### src/rtl/dcache_pkg.sv
// Shared types, funct3 encodings and the store-strobe helper for the data cache.
package dcache_pkg;

    typedef enum logic [1:0] {
        IDLE,
        MISS,
        WT
    } state_e;

    localparam logic [2:0] F3_B  = 3'b000;
    localparam logic [2:0] F3_H  = 3'b001;
    localparam logic [2:0] F3_W  = 3'b010;
    localparam logic [2:0] F3_BU = 3'b100;
    localparam logic [2:0] F3_HU = 3'b101;

    // Byte-lane enables for an access of the given size at byte offset off.
    function automatic logic [3:0] strobe(input logic [2:0] funct3, input logic [1:0] off);
        logic [3:0] s;
        case (funct3)
            F3_B, F3_BU: s = 4'b0001 << off;
            F3_H, F3_HU: s = 4'b0011 << {off[1], 1'b0};
            F3_W:        s = 4'b1111;
            default:     s = 4'b1111;
        endcase
        return s;
    endfunction

endpackage

### src/rtl/dcache_load_align.sv
// Selects the addressed byte/half of a word and sign- or zero-extends it.
module dcache_load_align
    import dcache_pkg::*;
(
    input  logic [31:0] word_i,
    input  logic [1:0]  off_i,
    input  logic [2:0]  funct3_i,
    output logic [31:0] result_o
);

    logic [7:0]  lane_b;
    logic [15:0] lane_h;

    // Lane select then extension; unlisted funct3 codes behave as a full word.
    always_comb begin
        lane_b = word_i[{off_i, 3'b000} +: 8];
        lane_h = word_i[{off_i[1], 4'b0000} +: 16];
        case (funct3_i)
            F3_B:    result_o = {{24{lane_b[7]}}, lane_b};
            F3_BU:   result_o = {24'd0, lane_b};
            F3_H:    result_o = {{16{lane_h[15]}}, lane_h};
            F3_HU:   result_o = {16'd0, lane_h};
            default: result_o = word_i;
        endcase
    end

endmodule

### src/rtl/dcache_dm_wt.sv
// Direct-mapped, write-through, no-write-allocate data cache with one-word lines.
module dcache_dm_wt
    import dcache_pkg::*;
#(
    parameter int unsigned DATA_WIDTH = 32,
    parameter int unsigned ADDR_WIDTH = 12,
    parameter int unsigned SETS       = 16
) (
    input  logic                  clk,
    input  logic                  rst,
    input  logic                  cpu_req_i,
    input  logic                  cpu_we_i,
    input  logic [2:0]            cpu_funct3_i,
    input  logic [ADDR_WIDTH-1:0] cpu_addr_i,
    input  logic [DATA_WIDTH-1:0] cpu_wdata_i,
    output logic [DATA_WIDTH-1:0] cpu_rdata_o,
    output logic                  stall_o,
    output logic                  mem_req_o,
    output logic                  mem_we_o,
    output logic [ADDR_WIDTH-1:0] mem_addr_o,
    output logic [DATA_WIDTH-1:0] mem_wdata_o,
    output logic [3:0]            mem_wstrb_o,
    input  logic [DATA_WIDTH-1:0] mem_rdata_i,
    input  logic                  mem_ack_i,
    output logic [31:0]           hit_cnt_o,
    output logic [31:0]           miss_cnt_o
);

    localparam int unsigned IDX_W = $clog2(SETS);
    localparam int unsigned TAG_W = ADDR_WIDTH - 2 - IDX_W;

    logic [SETS-1:0]       valid_q;
    logic [TAG_W-1:0]      tag_q  [SETS];
    logic [DATA_WIDTH-1:0] data_q [SETS];

    state_e state_q, state_d;

    logic                  mem_req_q, mem_req_d;
    logic                  mem_we_q, mem_we_d;
    logic [ADDR_WIDTH-1:0] mem_addr_q, mem_addr_d;
    logic [DATA_WIDTH-1:0] mem_wdata_q, mem_wdata_d;
    logic [3:0]            mem_wstrb_q, mem_wstrb_d;
    logic [31:0]           hit_cnt_q, hit_cnt_d;
    logic [31:0]           miss_cnt_q, miss_cnt_d;

    logic [IDX_W-1:0]      idx;
    logic [TAG_W-1:0]      tag;
    logic                  hit;
    logic [DATA_WIDTH-1:0] st_wdata;
    logic [DATA_WIDTH-1:0] merged;
    logic                  fill_en;
    logic                  merge_en;

    // Combinational lookup, lane-replicated store data and the write-hit merge word.
    always_comb begin
        idx = cpu_addr_i[2 +: IDX_W];
        tag = cpu_addr_i[ADDR_WIDTH-1 -: TAG_W];
        hit = valid_q[idx] & (tag_q[idx] == tag);
        case (cpu_funct3_i[1:0])
            2'b00:   st_wdata = {4{cpu_wdata_i[7:0]}};
            2'b01:   st_wdata = {2{cpu_wdata_i[15:0]}};
            default: st_wdata = cpu_wdata_i;
        endcase
        merged = data_q[idx];
        for (int i = 0; i < 4; i++) begin
            if (mem_wstrb_q[i]) merged[8*i +: 8] = mem_wdata_q[8*i +: 8];
        end
    end

    dcache_load_align u_load_align (
        .word_i   (data_q[idx]),
        .off_i    (cpu_addr_i[1:0]),
        .funct3_i (cpu_funct3_i),
        .result_o (cpu_rdata_o)
    );

    // Next-state, stall and backing-memory request logic.
    always_comb begin
        state_d     = state_q;
        stall_o     = 1'b0;
        mem_req_d   = mem_req_q;
        mem_we_d    = mem_we_q;
        mem_addr_d  = mem_addr_q;
        mem_wdata_d = mem_wdata_q;
        mem_wstrb_d = mem_wstrb_q;
        hit_cnt_d   = hit_cnt_q;
        miss_cnt_d  = miss_cnt_q;
        fill_en     = 1'b0;
        merge_en    = 1'b0;
        unique case (state_q)
            IDLE: begin
                if (cpu_req_i) begin
                    if (cpu_we_i) begin
                        stall_o     = 1'b1;
                        state_d     = WT;
                        mem_req_d   = 1'b1;
                        mem_we_d    = 1'b1;
                        mem_addr_d  = {cpu_addr_i[ADDR_WIDTH-1:2], 2'b00};
                        mem_wdata_d = st_wdata;
                        mem_wstrb_d = strobe(cpu_funct3_i, cpu_addr_i[1:0]);
                    end else if (hit) begin
                        hit_cnt_d = hit_cnt_q + 32'd1;
                    end else begin
                        stall_o     = 1'b1;
                        miss_cnt_d  = miss_cnt_q + 32'd1;
                        state_d     = MISS;
                        mem_req_d   = 1'b1;
                        mem_we_d    = 1'b0;
                        mem_addr_d  = {cpu_addr_i[ADDR_WIDTH-1:2], 2'b00};
                        mem_wdata_d = '0;
                        mem_wstrb_d = 4'b0000;
                    end
                end
            end
            MISS: begin
                stall_o = 1'b1;
                if (mem_ack_i) begin
                    fill_en   = 1'b1;
                    mem_req_d = 1'b0;
                    state_d   = IDLE;
                end
            end
            WT: begin
                stall_o = 1'b1;
                if (mem_ack_i) begin
                    // No allocate: only a line already holding this word is updated.
                    merge_en  = hit;
                    mem_req_d = 1'b0;
                    state_d   = IDLE;
                end
            end
            default: state_d = IDLE;
        endcase
    end

    // FSM, memory-port and counter registers.
    always_ff @(posedge clk or posedge rst) begin
        if (rst) begin
            state_q     <= IDLE;
            mem_req_q   <= 1'b0;
            mem_we_q    <= 1'b0;
            mem_addr_q  <= '0;
            mem_wdata_q <= '0;
            mem_wstrb_q <= 4'b0000;
            hit_cnt_q   <= 32'd0;
            miss_cnt_q  <= 32'd0;
        end else begin
            state_q     <= state_d;
            mem_req_q   <= mem_req_d;
            mem_we_q    <= mem_we_d;
            mem_addr_q  <= mem_addr_d;
            mem_wdata_q <= mem_wdata_d;
            mem_wstrb_q <= mem_wstrb_d;
            hit_cnt_q   <= hit_cnt_d;
            miss_cnt_q  <= miss_cnt_d;
        end
    end

    // Valid bits are the only array state cleared by reset.
    always_ff @(posedge clk or posedge rst) begin
        if (rst) begin
            valid_q <= '0;
        end else if (fill_en) begin
            valid_q[idx] <= 1'b1;
        end
    end

    // Tag and data arrays: refill on a miss ack, byte merge on a write-hit ack.
    always_ff @(posedge clk) begin
        if (fill_en) begin
            tag_q[idx]  <= tag;
            data_q[idx] <= mem_rdata_i;
        end else if (merge_en) begin
            data_q[idx] <= merged;
        end
    end

    assign mem_req_o   = mem_req_q;
    assign mem_we_o    = mem_we_q;
    assign mem_addr_o  = mem_addr_q;
    assign mem_wdata_o = mem_wdata_q;
    assign mem_wstrb_o = mem_wstrb_q;
    assign hit_cnt_o   = hit_cnt_q;
    assign miss_cnt_o  = miss_cnt_q;

endmodule

### config.mk
export PLATFORM = sky130hd
export DESIGN_NAME = dcache_dm_wt
export DESIGN_NICKNAME = d
export VERILOG_FILES = /design/src/rtl/dcache_pkg.sv /design/src/rtl/dcache_load_align.sv /design/src/rtl/dcache_dm_wt.sv
export SDC_FILE = /design/constraint.sdc
export NUM_CORES = 1
export LEC_CHECK = 0
export ABC_AREA = 0
export BUFFER_PORTS_ARGS = -buffer_cell sky130_fd_sc_hd__buf_2
export CORE_ASPECT_RATIO = 2
export CORE_MARGIN = 2
export CORE_UTILIZATION = 46
export CTS_CLUSTER_DIAMETER = 150
export DETAILED_ROUTE_END_ITERATION = 8
export PLACE_DENSITY = 0.77
export SKIP_CTS_REPAIR_TIMING = 1
export SYNTH_ARGS = -nofsm -noshare
export SYNTH_HDL_FRONTEND = slang
export SYNTH_SLANG_ARGS = --single-unit
### constraint.sdc
create_clock -name clk -period 6 [get_ports clk]
set_input_delay 0.9 -clock clk [delete_from_list [all_inputs] [get_ports clk]]
set_output_delay 0.9 -clock clk [all_outputs]
set_load 0.03 [all_outputs]
# Yosys cells after proc, flatten, opt, wreduce, memory -nomap -nowiden

Memory sizes are Yosys's and may differ from the RTL's.
Cells that the tools add are included.

Bits in registers: 132
Bits in writable memories: 608
Input bits: 84
Output and inout port bits: 147
Memories: 2

Add/subtract/negate cells: 2
Order comparisons: 2
Eq/ne operators: 11
Shift operators: 4
Muxes and demuxes: 43
Bitwise operators: 5
Reductions and logical operators: 13

Memories:

| memory | depth | width | rd ports | clocked after memory_dff | wr ports | line               | RTL |
|---|---|---|---|---|---|---|---|
| data_q | 16    | 32    | 1        | 0                        | 1        | dcache_dm_wt.sv:34 | `logic [DATA_WIDTH-1:0] data_q [SETS];` |
| tag_q  | 16    | 6     | 1        | 0                        | 1        | dcache_dm_wt.sv:33 | `logic [TAG_W-1:0] tag_q [SETS];` |

Operators with widths:

| kind                                                | number |
|---|---|
| case mux 32 bit (4 select lines)                    | 1 |
| two-way mux 32 bit                                  | 3 |
| adder 32 x 1 -> 32 bit, second input constant       | 2 |
| case mux 32 bit (2 select lines)                    | 1 |
| two-way mux 8 bit                                   | 4 |
| variable part select 32 x 6 -> 16 bit               | 1 |
| variable part select 32 x 6 -> 8 bit                | 1 |
| two-way mux 12 bit                                  | 2 |
| two-way mux 1 bit                                   | 20 |
| OR 16 bit                                           | 1 |
| AND reduction 4 bit                                 | 3 |
| two-way mux 2 bit                                   | 4 |
| two-way mux 4 bit                                   | 2 |
| case mux 4 bit (2 select lines)                     | 1 |
| equality test 3 bit, second input constant          | 2 |
| equality test 6 bit                                 | 1 |
| AND reduction 3 bit                                 | 2 |
| OR reduction 2 bit                                  | 3 |
| < comparator 4 x 5 -> 1 bit, second input constant  | 1 |
| binary-select mux 1 bit (select 4 bit)              | 1 |
| demux 1 bit (select 4 bit)                          | 1 |
| equality test 2 x 1 -> 1 bit, second input constant | 2 |
| >= comparator 4 x 1 -> 1 bit, second input constant | 1 |
| logical NOT 2 bit                                   | 2 |
| 15 further kinds                                    | 18 |

# Longest topological paths before layout

Depth in word-level cells: 9
Depth in mapped cells: 13

# Modules after synthesis

Synthesis repeated with hierarchy kept, for this count alone.

Cells, all modules: 1,719
Area, all modules: 30,614.4 um2

By module, submodules not included:

| module            | instances | cells each | area an instance (um2) |
|---|---|---|---|
| dcache_dm_wt      | 1         | 1,610      | 29,986.3 |
| dcache_load_align | 1         | 109        | 628.1 |

# Worst setup path before layout

OpenSTA, ideal clock, no wires.

Path kind: in2reg
Start: input port cpu_addr_i[3]
End: memory data_q[0][0] (enable)
Arrival: 6.150 ns
Data required time: 5.499 ns
Path slack: -0.651 ns
Stages: 8
Buffers on the path: 1
Cell sequence: buf_4 -> mux4_2 -> mux4_2 -> xor2_1 -> a311o_1 -> nor4b_4 -> o21ai_1 -> nor4_1

Cells in the longest elaborated chain, start to end: 9
Elaborated cells on any way between the ends: 11

Ends and longest elaborated chain:

| item                                                                                      | line                | RTL |
|---|---|---|
| from (decl)                                                                               | dcache_dm_wt.sv:14  | `input logic [ADDR_WIDTH-1:0] cpu_addr_i,` |
| memory read (16 x 6 bit) / binary-select mux 1 bit (select 4 bit) (equally long branches) | --                  |  |
| equality test 6 bit / two-way mux 1 bit (equally long branches)                           | dcache_dm_wt.sv:58  | `hit = valid_q[idx] & (tag_q[idx] == tag);` |
| AND 1 bit                                                                                 | dcache_dm_wt.sv:58  |  |
| two-way mux 1 bit                                                                         | dcache_dm_wt.sv:125 | `if (mem_ack_i) begin` |
| two-way mux 1 bit                                                                         | dcache_dm_wt.sv:90  | `unique case (state_q)` |
| two-way mux 1 bit                                                                         | dcache_dm_wt.sv:173 | `end else if (merge_en) begin` |
| two-way mux 1 bit                                                                         | dcache_dm_wt.sv:170 | `if (fill_en) begin` |
| two-way mux 1 bit (not written as such)                                                   | dcache_dm_wt.sv:174 | `data_q[idx] <= merged;` |
| OR 1 bit (no source line)                                                                 | --                  |  |
| to (decl)                                                                                 | dcache_dm_wt.sv:34  |  |

Parallel ways exist; a longest one is shown, timed or not. The select of a mux whose other input is x is not followed.

# Worst setup path in the final report

Start: input port cpu_addr_i[3]
End: output port cpu_rdata_o[27]

Cells in the longest elaborated chain, start to end: 3
Elaborated cells on any way between the ends: 4

Ends and longest elaborated chain:

| item                                                                                                 | line                                             | RTL |
|---|---|---|
| memory read (16 x 32 bit) (*)                                                                        | --                                               |  |
| variable part select 32 x 6 -> 16 bit / variable part select 32 x 6 -> 8 bit (equally long branches) | dcache_load_align.sv:17, dcache_load_align.sv:16 |  |
| case mux 32 bit (4 select lines) (*)                                                                 | dcache_load_align.sv:18                          | `case (funct3_i)` |
| to (decl)                                                                                            | dcache_dm_wt.sv:16                               | `output logic [DATA_WIDTH-1:0] cpu_rdata_o,` |

Every way passes the cells marked *; elsewhere a longest branch is shown, timed or not.

==> summary.txt <==
Timing
  • Period minus WS final: ~5.4 ns
  • Slew @ Worst Pin: around 1.0 ns
  • Hold slack: between 0.4 and 0.5 ns
  • Setup tns final: 0 ns
  • Period utilization: 0.894
  • Final hold violations: 0
  • Max Slew Vio Count: 0
  • Achievable frequency: 0.186 GHz
  • Fin Clk Skew: approximately 0.052 ns
  • Final setup viols: 0
  • Max transition margin: 0.300
  • Unrepaired setup endpoints after global routing: false

Placed design
  • Placer Congestion: around 0.89
  • IO buf count: 228
  • DP Wirelength: 46200 µm
  • Post-DP Area: 0.0330 mm²

Global routing
  • First-pass GRT wire length: about 110000 µm
  • Largest net degree at the start of global routing: slightly below 90
  • GRT Residual Overflow: 0
  • Overall Global Routing Usage: 0.223
  • Vias in the first global route: around 17000
  • Initial antenna violation count: 6

Clock tree
  • Skew-Pair Late Insertion Delay: roughly 0.65 ns
  • Num CTS Buffers: slightly above 60
  • Root buffer cell: clkbuf_16
  • Clock sinks: 738
  • CTS clk-pin slew, worst paths: ~0.070 ns
  • CTS Buffer Depth: 3
  • CTS tree: built
  • H-tree depth: 2

Synthesis
  • Primary FF master, synth: edfxtp_1
  • Dominant cell type by area after synthesis: edfxtp_1
  • Post-synth EDFFs: between 600 and 700
  • Synth area leaders: edfxtp_1 (59%), mux4_2 (13%), dfrtp_1 (11%), mux2_2 (1.8%), mux2i_1 (1.7%)
  • Sequential fraction of the synthesis area: 0.700
  • Post-synth ARST share: 0.176
  • FF+latch count, synth: around 740
  • Most common cell in the synthesized netlist: edfxtp_1
  • Mapped Area: approximately 0.031 mm²
  • Average size of a mapped cell: ~18 µm²
  • Yosys warns: 0
  • Synth cell count leaders: edfxtp_1 (608), mux4_2 (173), dfrtp_1 (130), nand2_1 (107), mux2i_1 (51)
  • Share of the synthesized area in the top cell type: 0.594
  • Post-synth cell types: 60
  • Cells after Synth: approximately 1700

Worst setup path
  • Reg-to-reg startpoint: tag_q[3][2]$_DFFE_PP_
  • Startpoint types: input pin
  • Crit. End Element: output port
  • Critical Path AT: 4.46 ns
  • Worst r2r dst: data_q[4][22]$_DFFE_PP_
  • Worst R2R Setup Slack: slightly above 2 ns
  • Largest fanout on the critical path: 60
  • Worst Setup EP: cpu_rdata_o[27]
  • Worst-case reg-to-reg path depth: 8
  • CP Class: in -> out
  • Crit path from: cpu_addr_i[3]
  • Worst Path Required: approximately 5.1 ns

Floorplan
  • Die area: ~0.069 mm²
  • IO Pins: 231
  • Chip Height: roughly 370 µm
  • Cell Rows: 134
  • Initial Utilization: 0.463
  • Core region area: 0.0664 mm²
  • Die Wd: between 150 and 200 µm

Detailed routing
  • DRT Pass-1 Iters: 5
  • Via density: around 6.1
  • DR DRC count: 0
  • Vias: ~17000
  • Detail Route Antenna Nets: 0
  • Routed length per placed instance: roughly 27 µm
  • Detailed Route WL: just under 80000 µm
  • DR iter-0 viols: ~1900

Final layout
  • Share of post-route cells with drive strength above 1: 0.341
  • Final instance area: 0.0351 mm²
  • Diodes inserted: 0
  • Area grow syn2layout: 14.2%
  • NumNets Final: roughly 2000
  • Fillers: ~5100

Pwr
  • PwrDens: between 300 and 400 mW/mm²
  • Peak supply drop: about 0.35 mV
  • LEAKAGE: roughly 13 nW

Job
  • Maxcap violations: 0

Worst hold path
  • Hold/Removal Path Class: reg -> reg

Outcome
  • Status: complete, no violations
==> report_power, final <==
| group | switching (mW) | total [mW] | internal, mW |
|---|---|---|---|
| clock network | 1.85 | 4.11 | 2.26 |
| registers | 0.285 | 6.10 | 5.81 |
| logic | 1.19 | 1.87 | 0.685 |
==> cell usage in the layout, fill, tap and decap left out, types with 4 or more instances in the layout <==
cell type     n
inv_1        20
inv_6         5
a21oi_1      18
mux4_2      173
clkinv_2      8
xor2_1       28
nand2_1     107
nor4_1        7
a22o_1       19
nand2b_1      8
buf_4        43
a22oi_1       5
clkinv_1      9
o22ai_1       4
and4_1        5
mux2i_1      51
mux2_4       30
o21ai_0      24
buf_2       224
and2_1       11
nor2b_1       4
mux2_2       50
dfrtp_1     130
clkbuf_1      7
nand4_1      28
nor2_1       36
nor3_2       13
xnor2_1      38
clkbuf_16    64
o2bb2ai_1    20
nand3_1      29
clkbuf_8     14
a221o_1      14
nor4_2        5
ha_1          6
and3_1       14
nor3_1       23
edfxtp_1    608
clkinvlp_4    4
or2_2        19
==> stage by stage <==
stage               power (mW)  utilization  worst slack (ns)  cells
finish                    12.1        0.529             0.636   2854
global route              12.4        0.529             0.494   2854
CTS                       12.1        0.528             0.534   2854
detailed placement        8.04        0.497             0.540   2738
global placement          8.00        0.497             0.640   2738
floorplan                 7.38            -            -0.651   1682
==> cells by family after synthesis <==
family                     Yosys count  share of synthesized area
and+or+nand+nor                    318                     0.0527
other                                1                   0.000122
DFF                                738                      0.700
adders and majority gates            6                    0.00244
AOI/OAI and AO/OA                  126                     0.0310
xor gates and xnor gates            66                     0.0188
buffers and inverters              120                     0.0175
muxes                              306                      0.177
==> worst min path at each step <==
stage / from / end / slack, ns / cells past startpoint
after floorplan: valid_q[10]$_DFFE_PP0P_ / valid_q[10]$_DFFE_PP0P_ / 0.43 / 1
after global routing: valid_q[10]$_DFFE_PP0P_ / valid_q[10]$_DFFE_PP0P_ / 0.48 / 1
final: valid_q[10]$_DFFE_PP0P_ / valid_q[10]$_DFFE_PP0P_ / 0.46 / 1
after detailed placement: valid_q[10]$_DFFE_PP0P_ / valid_q[10]$_DFFE_PP0P_ / 0.45 / 1
after global placement: valid_q[10]$_DFFE_PP0P_ / valid_q[10]$_DFFE_PP0P_ / 0.45 / 1
after CTS: valid_q[10]$_DFFE_PP0P_ / valid_q[10]$_DFFE_PP0P_ / 0.47 / 1
==> final cells by class <==
type                       count  area [µm²]  area share
clock buffer                  85        1820      0.0519
sequential                   738       21500       0.613
clock inverter                31         284     0.00809
tap                          884        1110      0.0315
multi-input combinational    824        8780       0.250
timing repair buffer         271        1510      0.0430
inverter                      21        83.8     0.00239
==> sequential cells by signal, summed over array words and instances (netlist names) <==
name / count
mem_req_o: 1
tag_q: 96
valid_q: 16
mem_addr_o: 10
mem_we_o: 1
miss_cnt_o: 32
mem_wstrb_o: 4
mem_wdata_o: 32
hit_cnt_o: 32
state_q: 2
data_q: 512
==> critical path: stages <==
cell,delay (ns)
buf_6,0.50
buf_4,0.49
mux4_2,0.37
mux4_2,0.50
mux2_2,0.29
o21ai_0,0.29
nand2b_1,0.09
nand2_1,0.61
nand2_1,0.13
buf_2,0.22
==> metal layers <==
layer | vias up | GRT usage | part of all wire | routed length [µm]
met2 | 1141 | 0.348 | 0.47 | 36100
met3 | 188 | 0.0714 | 0.13 | 9980
met5 | - | 0 | 0.00094 | 72
li1 | 7185 | - | - | -
met1 | 8908 | 0.300 | 0.37 | 28500
met4 | 10 | 0.0705 | 0.030 | 2320
(Power assumes the default switching activity.)
